### src/rtl/t03_tick_timer_if.sv
// Control/status bundle between the tick timer and its software-facing controller.
// The master drives the requests; the timer (slave) returns its count and status flags.
interface t03_tick_timer_if #(
  parameter int CNT_W = 16
);
  logic             tick;
  logic             start;
  logic             stop;
  logic             ack;
  logic [CNT_W-1:0] load_val;
  logic [CNT_W-1:0] remaining;
  logic             busy;
  logic             done;
  logic             tick_fault;

  modport master (
    output tick, start, stop, ack, load_val,
    input  remaining, busy, done, tick_fault
  );

  modport slave (
    input  tick, start, stop, ack, load_val,
    output remaining, busy, done, tick_fault
  );
endinterface

### src/rtl/t03_tick_timer.sv
// Countdown timer consuming divider ticks, with a missing-tick watchdog.
// Define T03_TICK_TIMER_RELOAD_EN for periodic (auto-reload) mode.
//
// state  | meaning
// IDLE   | waiting for start
// RUN    | counting received ticks down; watchdog armed
// DONE   | expired, done held until ack (or stop)
module t03_tick_timer #(
  parameter int CNT_W   = 16,
  parameter int GAP_W   = 24,
  parameter int GAP_MAX = 10000002
) (
  input  logic            hwclk,
  input  logic            nrst,
  t03_tick_timer_if.slave bus
);

  localparam logic [1:0] S_IDLE = 2'd0;
  localparam logic [1:0] S_RUN  = 2'd1;
  localparam logic [1:0] S_DONE = 2'd2;

  localparam logic [GAP_W-1:0] GAP_LAST = GAP_W'(GAP_MAX - 1);
  localparam logic [CNT_W-1:0] CNT_ONE  = CNT_W'(1);

  logic [1:0]       state, state_d;
  logic [CNT_W-1:0] rem_q, rem_d;
  logic [GAP_W-1:0] gap_q, gap_d;
  logic             busy_q, done_q, done_d, fault_q, fault_d;
  logic             accept;
`ifdef T03_TICK_TIMER_RELOAD_EN
  logic [CNT_W-1:0] period_q, period_d;
`endif

  always_comb begin
    state_d = state;
    rem_d   = rem_q;
    gap_d   = gap_q;
    done_d  = done_q;
    fault_d = fault_q;
    accept  = 1'b0;
`ifdef T03_TICK_TIMER_RELOAD_EN
    period_d = period_q;
`endif
    case (state)
      S_IDLE: accept = bus.start;
      S_RUN: begin
`ifdef T03_TICK_TIMER_RELOAD_EN
        done_d = 1'b0;
`endif
        if (bus.stop) begin
          state_d = S_IDLE;
          rem_d   = '0;
          gap_d   = '0;
        end else if (bus.tick) begin
          gap_d = '0;
          if (rem_q > CNT_ONE) begin
            rem_d = rem_q - CNT_ONE;
          end else begin
            done_d = 1'b1;
`ifdef T03_TICK_TIMER_RELOAD_EN
            rem_d  = period_q;
`else
            rem_d   = '0;
            state_d = S_DONE;
`endif
          end
        end else if (gap_q == GAP_LAST) begin
          fault_d = 1'b1;
          state_d = S_IDLE;
          rem_d   = '0;
          gap_d   = '0;
        end else if (gap_q != '1) begin
          gap_d = gap_q + GAP_W'(1);
        end
      end
      S_DONE: begin
        // stop doubles as ack here, so stop+start also restarts
        if (bus.ack || bus.stop) begin
          done_d  = 1'b0;
          state_d = S_IDLE;
          accept  = bus.start;
        end
      end
      default: state_d = S_IDLE;
    endcase

    if (accept) begin
      rem_d   = bus.load_val;
      fault_d = 1'b0;
      gap_d   = '0;
`ifdef T03_TICK_TIMER_RELOAD_EN
      period_d = bus.load_val;
`endif
      if (bus.load_val == '0) begin
        state_d = S_DONE;
        done_d  = 1'b1;
      end else begin
        state_d = S_RUN;
      end
    end
  end

  always_ff @(posedge hwclk or negedge nrst) begin
    if (!nrst) begin
      state   <= S_IDLE;
      rem_q   <= '0;
      gap_q   <= '0;
      busy_q  <= 1'b0;
      done_q  <= 1'b0;
      fault_q <= 1'b0;
    end else begin
      state   <= state_d;
      rem_q   <= rem_d;
      gap_q   <= gap_d;
      busy_q  <= (state_d == S_RUN);
      done_q  <= done_d;
      fault_q <= fault_d;
    end
  end

`ifdef T03_TICK_TIMER_RELOAD_EN
  always_ff @(posedge hwclk or negedge nrst) begin
    if (!nrst) period_q <= '0;
    else       period_q <= period_d;
  end
`endif

  assign bus.remaining  = rem_q;
  assign bus.busy       = busy_q;
  assign bus.done       = done_q;
  assign bus.tick_fault = fault_q;

endmodule

### src/flat_wrapper.sv
// flat-port wrapper written by rule: the top's interface ports become plain ports
module t03_tick_timer_flat 
#(
  parameter int CNT_W   = 16,
  parameter int GAP_W   = 24,
  parameter int GAP_MAX = 10000002
)
  (hwclk, nrst, bus_tick, bus_start, bus_stop, bus_ack, bus_load_val, bus_remaining, bus_busy, bus_done, bus_tick_fault);
  t03_tick_timer_if #(.CNT_W(CNT_W)) bus_i ();
  input  logic hwclk;
  input  logic nrst;
  input wire logic [$bits(bus_i.tick)-1:0] bus_tick;
  input wire logic [$bits(bus_i.start)-1:0] bus_start;
  input wire logic [$bits(bus_i.stop)-1:0] bus_stop;
  input wire logic [$bits(bus_i.ack)-1:0] bus_ack;
  input wire logic [$bits(bus_i.load_val)-1:0] bus_load_val;
  output wire logic [$bits(bus_i.remaining)-1:0] bus_remaining;
  output wire logic [$bits(bus_i.busy)-1:0] bus_busy;
  output wire logic [$bits(bus_i.done)-1:0] bus_done;
  output wire logic [$bits(bus_i.tick_fault)-1:0] bus_tick_fault;
  assign bus_i.tick = bus_tick;
  assign bus_i.start = bus_start;
  assign bus_i.stop = bus_stop;
  assign bus_i.ack = bus_ack;
  assign bus_i.load_val = bus_load_val;
  assign bus_remaining = bus_i.remaining;
  assign bus_busy = bus_i.busy;
  assign bus_done = bus_i.done;
  assign bus_tick_fault = bus_i.tick_fault;
  t03_tick_timer #(.CNT_W(CNT_W), .GAP_W(GAP_W), .GAP_MAX(GAP_MAX)) u_core (.hwclk(hwclk), .nrst(nrst), .bus(bus_i));
endmodule
### config.mk
export PLATFORM = sky130hd
export DESIGN_NAME = t03_tick_timer_flat
export DESIGN_NICKNAME = d
export VERILOG_FILES = /design/src/rtl/t03_tick_timer_if.sv /design/src/rtl/t03_tick_timer.sv /design/src/flat_wrapper.sv
export SDC_FILE = /design/constraint.sdc
export NUM_CORES = 1
export LEC_CHECK = 0
export ABC_AREA = 0
export BUFFER_PORTS_ARGS = -buffer_cell sky130_fd_sc_hd__buf_2
export CAP_MARGIN = 10
export CORE_MARGIN = 2
export CORE_UTILIZATION = 50
export DETAILED_ROUTE_END_ITERATION = 8
export HOLD_SLACK_MARGIN = 0.1
export PLACE_DENSITY = 0.73
export SYNTH_ARGS = -nofsm -noshare
export SYNTH_HDL_FRONTEND = slang
export SYNTH_SLANG_ARGS = --single-unit
### constraint.sdc
create_clock -name hwclk -period 3.5 [get_ports hwclk]
set_input_delay 0.525 -clock hwclk [delete_from_list [all_inputs] [get_ports hwclk]]
set_output_delay 0.525 -clock hwclk [all_outputs]
set_load 0.005 [all_outputs]
==> results of run 1 <==
==> state kept, by name, indices dropped and copies added (netlist names) <==
signal                 cells
u_core.gap_q              24
u_core.bus.tick_fault      1
u_core.state               2
u_core.bus.busy            1
u_core.bus.remaining      16
u_core.bus.done            1
==> metal layers <==
layer  part of all wire [%]  vias to the layer above
met5                      0                        -
met4                    1.2                        0
met3                    6.3                        9
met2                     46                      116
met1                     46                     1430
li1                       -                     1474
==> power groups by stage <==
| stage | Combinational (uW) | Clock [uW] | Sequential, uW |
|---|---|---|---|
| floorplan | 592 | 0 | 755 |
| global placement | 858 | 0 | 766 |
| detailed placement | 876 | 0 | 772 |
| CTS | 878 | 327 | 762 |
| global route | 994 | 351 | 783 |
| finish | 876 | 323 | 763 |
==> final timing paths <==
check,start,end,depth (start not counted)
max in group asynchronous,nrst,u_core.gap_q[3],1
hold / removal,nrst,u_core.bus.remaining[1],1
min in group hwclk,bus_load_val[5],u_core.bus.remaining[5],3
setup reg to reg,u_core.gap_q[1],u_core.bus.remaining[14],8
setup / recovery,u_core.gap_q[1],u_core.bus.remaining[14],8
hold reg to reg,u_core.bus.done,u_core.bus.done,2
==> cells by family (layout without fill, tap and decap cells) <==
group,count (synthesis),count (layout)
adder cells (fa/ha/maj),8,8
AND/OR/NAND/NOR,169,169
multiplexers,2,2
buffers and inverters,27,62
AO/OA/AOI/OAI,119,119
flip-flops,45,45
==> critical path, cell delays in order (launching register included) <==
cell,delay (ps)
dfrtp_1,410
inv_1,70
ha_1,130
nor4b_1,240
nand4_1,200
o211ai_2,700
nand2_2,310
or4_1,570
nand3_1,90
==> synthesized netlist by cell type, types with 2 or more instances <==
| cell type | n |
|---|---|
| clkbuf_1 | 8 |
| o311ai_0 | 2 |
| nand3_1 | 20 |
| and2_1 | 3 |
| nand2_1 | 38 |
| a31oi_1 | 13 |
| nor4_4 | 2 |
| a221oi_1 | 2 |
| o211ai_1 | 4 |
| nor4_1 | 9 |
| nor2b_1 | 2 |
| buf_4 | 2 |
| buf_2 | 4 |
| o21ai_0 | 44 |
| nor3b_1 | 2 |
| nor3_1 | 9 |
| o21a_1 | 2 |
| buf_6 | 3 |
| o31ai_1 | 6 |
| o2bb2ai_1 | 2 |
| and3_1 | 11 |
| nand2b_1 | 2 |
| a22oi_1 | 6 |
| nand4_1 | 13 |
| dfrtp_1 | 45 |
| a41oi_1 | 3 |
| nor2_1 | 40 |
| and4_1 | 3 |
| nor4b_1 | 3 |
| inv_1 | 10 |
| ha_1 | 8 |
| a21oi_1 | 20 |
==> through the flow <==
step | hold slack (ps) | cell area, um^2 | util, % | setup slack (ps) | power, uW
6_report | 388 | 3390 | 57.0 | 716 | 1960
5_1_grt | 472 | 3390 | 57.0 | 443 | 2130
4_1_cts | 430 | 3390 | 57.0 | 708 | 1970
3_5_place_dp | 478 | 3310 | 55.6 | 722 | 1650
3_3_place_gp | 466 | 3310 | 55.6 | 826 | 1620
2_1_floorplan | 229 | 3090 | - | 1460 | 1350
==> final cells by class <==
class	instances	area share, %
Sequential cell	45	33.2
Tap cell	75	2.76
Clock buffer	6	2.14
Clock inverter	2	0.295
Inverter	10	1.11
Timing Repair Buffer	44	6.78
Multi-Input combinational cell	298	53.7
==> metrics.md, run 1 <==
| Metric | Value |
|---|---|
| Syn_nets | `400` |
| Number of synthesized flops with an enable pin | `0` |
| Post-Synthesis Cells | `370` |
| Met2 Track Usage GR | `41.5%` |
| Clock Latency Late Sink | `300 ps` |
| Power density over the cells | `578 nW/um^2` |
| XOR/XNOR share of the synthesized area | `0%` |
| CTS root buf | `clkbuf_8` |
| Flop pwr share | `38.9%` |
| Syn_area_per_cell | `8.34 um^2` |
| DIE WIDTH | `82.6 um` |
| CP Capture Type | `flop` |
| Compound-Gate Fraction of Synth Area | `24.8%` |
| Reg area | `1130 um^2` |
| Synth Area in Adders | `3.24%` |
| Hpwl dp | `5640 um` |
| Max-cap violations | `0` |
| Antenna violations before repair | `0` |
| Sw power | `881 uW` |
| Layout Nets | `434` |
| Most used routing layer | `met2` |
| Setup Fix Bufs, Post-CTS | `0` |
| Die area | `6820 um^2` |
| Synth Area in Simple Gates | `30.4%` |
| Library cells used by synthesis | `61` |
| Final Setup Violations | `0` |
| Global-route wire length before repair | `13400 um` |
| R2R Setup Slk | `720 ps` |
| Setup Crit Path Kind | `reg -> reg` |
| CTS Hold Bufs | `0` |
| Final Skew | `11.8 ps` |
| Most common cell after layout, fill and taps aside | `dfrtp_1` |
| Initial Utilization | `51.8%` |
| Synth Flop Type | `dfrtp_1` |
| Largest net degree at the start of global routing | `46` |
| Row count | `28` |
| CTS max path bufs | `2` |
| Worst Max-Slew Pin Slew | `1030 ps` |
| Yosys top cell area share | `36.5%` |
| Gate power share | `44.7%` |
| Most frequent cells in the layout | `45 x dfrtp_1, 44 x o21ai_0, 40 x nor2_1, 40 x buf_2, 38 x nand2_1` |
| Slew margin rel. | `31.5%` |
| Share of cells above drive strength 1 | `16.0%` |
| Wire length per cell | `16.5 um` |
| RSZ-0062 raised after global routing | `no` |
| Multi-input logic area | `1820 um^2` |
| GPL Wtd Cong | `0.872` |
| #FFs+latches synth | `45` |
| Vias in the first global route | `2809` |
| Synth warn | `0` |
| Max VDD drop | `0.448 mV` |
| PostCTS Resize Cnt | `0` |
| Mapped Area | `3090 um^2` |
| Number of antenna diodes | `0` |
| Placed Cells incl. Taps | `472` |
| Clk sinks | `45` |
| Post-Route WL | `7940 um` |
| DR vias | `3029` |
| Crit path required time | `3750 ps` |
| Top post-synthesis cells by area | `dfrtp_1 36%, o21ai_0 7.1%, nor2_1 4.9%, nand2_1 4.6%, a21oi_1 3.2%` |
| Max-slew violations | `0` |
| Post-synthesis sequential area ratio | `36.5%` |
| Pleak | `0.00148 uW` |
| Floorplan Core Area | `5960 um^2` |
| Hold Vio Cnt, Final | `0` |
| Asr flop ratio synth | `100%` |
| Port-buffer cells | `40` |
| CTS tree | `done` |
| Int Pwr | `1080 uW` |
| Setup_tns | `0 ps` |
| Arrival @ worst endpoint | `3030 ps` |
| Top achievable clock speed | `0.359 GHz` |
| Post-synth top area cell | `dfrtp_1` |
| H-tree lvl count | `2` |
| Clock group share of total power | `16.5%` |
| Die Y | `82.6 um` |
| Largest family of logic cells by synthesized area | `simple AND/OR/NAND/NOR gates` |
| Maximum fanout along the worst path | `20` |
| Detail-routed via count per cell | `6.31` |
| Final ANT Viol Nets | `0` |
| Hold crit path type | `in -> async` |
| Final period util | `79.6%` |
| Met3 global-route usage | `3.59%` |
| Final min period | `2780 ps` |
| TritonCTS Buffers | `5` |
| Startpoint types | `flop` |
| # fillers | `570` |
| Outcome | `complete, no violations` |
| Sw Ratio | `44.9%` |
| Total congestion overflow | `0` |
| DRC Markers | `0` |
| First-pass DRT Iterations | `6` |
| Num ports | `41` |
| Mux cell area share after synthesis | `0.689%` |
| Layout Cells excl Fill | `480` |
| GR Util All Layers | `25.4%` |
| Clock transition at the registers of the reported paths | `90 ps` |
| 1st-iter DRT viols | `261` |
| Layout Area Growth over Synthesis | `9.97%` |
| GRT met1 Usage | `35.1%` |
(Power assumes the default switching activity.)
==> run 2: changes to the inputs <==
--- a/config.mk
+++ b/config.mk
@@ -12,7 +12,7 @@
 export CORE_UTILIZATION = 50
 export DETAILED_ROUTE_END_ITERATION = 8
 export HOLD_SLACK_MARGIN = 0.1
-export PLACE_DENSITY = 0.73
+export PLACE_DENSITY = 0.75
 export SYNTH_ARGS = -nofsm -noshare
 export SYNTH_HDL_FRONTEND = slang
 export SYNTH_SLANG_ARGS = --single-unit
==> constraint.sdc (replaced) <==
create_clock -name hwclk -period 2.4 [get_ports hwclk]
set_input_delay 0.36 -clock hwclk [delete_from_list [all_inputs] [get_ports hwclk]]
set_output_delay 0.36 -clock hwclk [all_outputs]
set_load 0.005 [all_outputs]
==> run 2 against run 1 <==
  * Non-clock buffer count increased by 19
  * Clock skew decreased by 2.3 ps
  * Wire length is 8.2% higher
  * Sequential power grew 45%
  * Hold slack got worse by 260 ps
  * Critical path type unchanged
  * Critical endpoint is now u_core.gap_q[5]
  * Critical path depth down 2
==> metrics.md, run 2 (same netlist as run 1, synthesis figures left out) <==
| Metric | Value |
|---|---|
| Outcome | `complete, no violations` |
| Met2 Track Usage GR | `43.6% (+2.1 points)` |
| TritonCTS Buffers | `5 (unchanged)` |
| Largest net degree at the start of global routing | `46 (unchanged)` |
| Slew margin rel. | `60.3% (+29 points)` |
| Layout Cells excl Fill | `498 (+3.8%)` |
| Pleak | `0.00159 uW (+7.6%)` |
| GRT met1 Usage | `34.6% (-0.53 points)` |
| Row count | `28 (unchanged)` |
| Post-Route WL | `8590 um (+8.2%)` |
| Setup_tns | `0 ps (unchanged)` |
| Layout Area Growth over Synthesis | `15.3%` |
| Arrival @ worst endpoint | `2470 ps (-560 ps)` |
| Clk sinks | `45 (unchanged)` |
| CTS root buf | `clkbuf_8` |
| CTS tree | `done` |
| Layout Nets | `453 (+4.4%)` |
| CTS max path bufs | `2 (unchanged)` |
| Reg area | `1130 um^2 (unchanged)` |
| Multi-input logic area | `1840 um^2 (+0.96%)` |
| Max-slew violations | `0 (unchanged)` |
| Detail-routed via count per cell | `6.40 (+1.4%)` |
| RSZ-0062 raised after global routing | `no` |
| Port-buffer cells | `40 (unchanged)` |
| CP Capture Type | `flop` |
| Startpoint types | `flop` |
| CTS Hold Bufs | `0 (unchanged)` |
| Hold crit path type | `in -> async` |
| Met3 global-route usage | `4.89% (+1.3 points)` |
| Final ANT Viol Nets | `0 (unchanged)` |
| Crit path required time | `2640 ps (-1110 ps)` |
| Clock transition at the registers of the reported paths | `80 ps (about the same)` |
| Worst Max-Slew Pin Slew | `596 ps (-432 ps)` |
| Vias in the first global route | `2918 (+3.9%)` |
| Final Skew | `9.48 ps (-2.33 ps)` |
| DIE WIDTH | `82.6 um (unchanged)` |
| # fillers | `525 (-7.9%)` |
| Placed inst area | `3450 um^2 (+4.1%)` |
| Initial Utilization | `51.8% (unchanged)` |
| DR vias | `3187 (+5.2%)` |
| H-tree lvl count | `2 (unchanged)` |
| GPL Wtd Cong | `0.882 (+1.1%)` |
| Hold Vio Cnt, Final | `0 (unchanged)` |
| DRC Markers | `0 (unchanged)` |
| Final Setup Violations | `0 (unchanged)` |
| Setup Crit Path Kind | `reg -> reg` |
| Clock Latency Late Sink | `300 ps (about the same)` |
| Die Y | `82.6 um (unchanged)` |
| Power density over the cells | `856 nW/um^2 (+48%)` |
| Placed Cells incl. Taps | `490 (+3.8%)` |
| Most used routing layer | `met2` |
| Most common cell after layout, fill and taps aside | `dfrtp_1` |
| First-pass DRT Iterations | `7 (+1)` |
| 1st-iter DRT viols | `274 (+5.0%)` |
| Antenna violations before repair | `0 (unchanged)` |
| Top achievable clock speed | `0.448 GHz (+25%)` |
| Max VDD drop | `0.489 mV (+9.1%)` |
| Wire length per cell | `17.3 um (+4.3%)` |
| Maximum fanout along the worst path | `19 (-5.0%)` |
| Floorplan Core Area | `5960 um^2 (unchanged)` |
| Die area | `6820 um^2 (unchanged)` |
| Pre-CTS WS | `11.5 ps (-711 ps)` |
| Number of antenna diodes | `0 (unchanged)` |
| Max reg flops | `24 (unchanged)` |
| GR Util All Layers | `26.6% (+1.2 points)` |
| Final min period | `2230 ps (-552 ps)` |
| Final WS setup | `167 ps (-548 ps)` |
| Global-route wire length before repair | `13900 um (+3.3%)` |
| Final period util | `93.0% (+13 points)` |
| Most frequent cells in the layout | `45 x dfrtp_1, 44 x o21ai_0, 40 x buf_2` |
| Share of cells above drive strength 1 | `20.1% (+4.0 points)` |
| Most flop-heavy register | `u_core.gap_q` |
| Total congestion overflow | `0 (unchanged)` |
| Fin area | `3560 um^2 (+4.8%)` |
| Hpwl dp | `6200 um (+9.9%)` |
| Num ports | `41 (unchanged)` |
| Max-cap violations | `0 (unchanged)` |
==> run 2: cell type report <==
cell class / count / area share, %
Clock buffer: 7 / 2.43
Inverter: 10 / 1.05
Multi-Input combinational cell: 298 / 51.8
Sequential cell: 45 / 31.6
Tap cell: 75 / 2.64
Timing Repair Buffer: 63 / 10.5
==> run 2: power breakdown <==
| group | internal (uW) | switching [uW] | leakage (uW) |
|---|---|---|---|
| Clock | 229 | 254 | 0.0000443 |
| Sequential | 907 | 207 | 0.000605 |
| Combinational | 570 | 878 | 0.000941 |
| Total | 1710 | 1340 | 0.00159 |
==> run 2: worst paths after layout <==
path,end,cells after the start,slack [ps],from
max,u_core.gap_q[5],6,170,u_core.gap_q[11]
min,u_core.bus.remaining[6],2,130,nrst
max reg2reg,u_core.gap_q[5],6,170,u_core.gap_q[11]
min reg2reg,u_core.bus.done,2,480,u_core.bus.done
max in group asynchronous,u_core.gap_q[8],2,1830,nrst
min in group hwclk,u_core.bus.remaining[5],3,300,bus_load_val[5]
==> run 2: per-stage QoR <==
step	hold WS (ps)	util, %	total power [uW]
CTS	167	59.4	3020
finish	130	59.7	3050
global placement	461	57.9	2500
detailed placement	465	57.9	2540
floorplan	64.4	-	1960
global route	199	59.7	3270
==> run 2: timing repair <==
action | in CTS | in global routing
pin swaps | 0 | 1
gates resized for setup | 1 | 2
buffers inserted | 0 | 1
endpoints found under the setup margin | 1 | 9
==> run 2: worst max-delay path, stage by stage, from the launching register on <==
cell and delay [ps]:
dfrtp_1 530, nand4_1 260, nor4_4 440, nand4_4 310, and4_1 330, o21ai_0 160, a22o_1 140
==> run 2: metal layers <==
layer	wire length (um)	share of wire (%)	up-vias
met2	4000	47	158
met3	650	7.6	25
li1	-	-	1511
met1	3720	43	1493
met5	0	0	-
met4	221	2.6	0
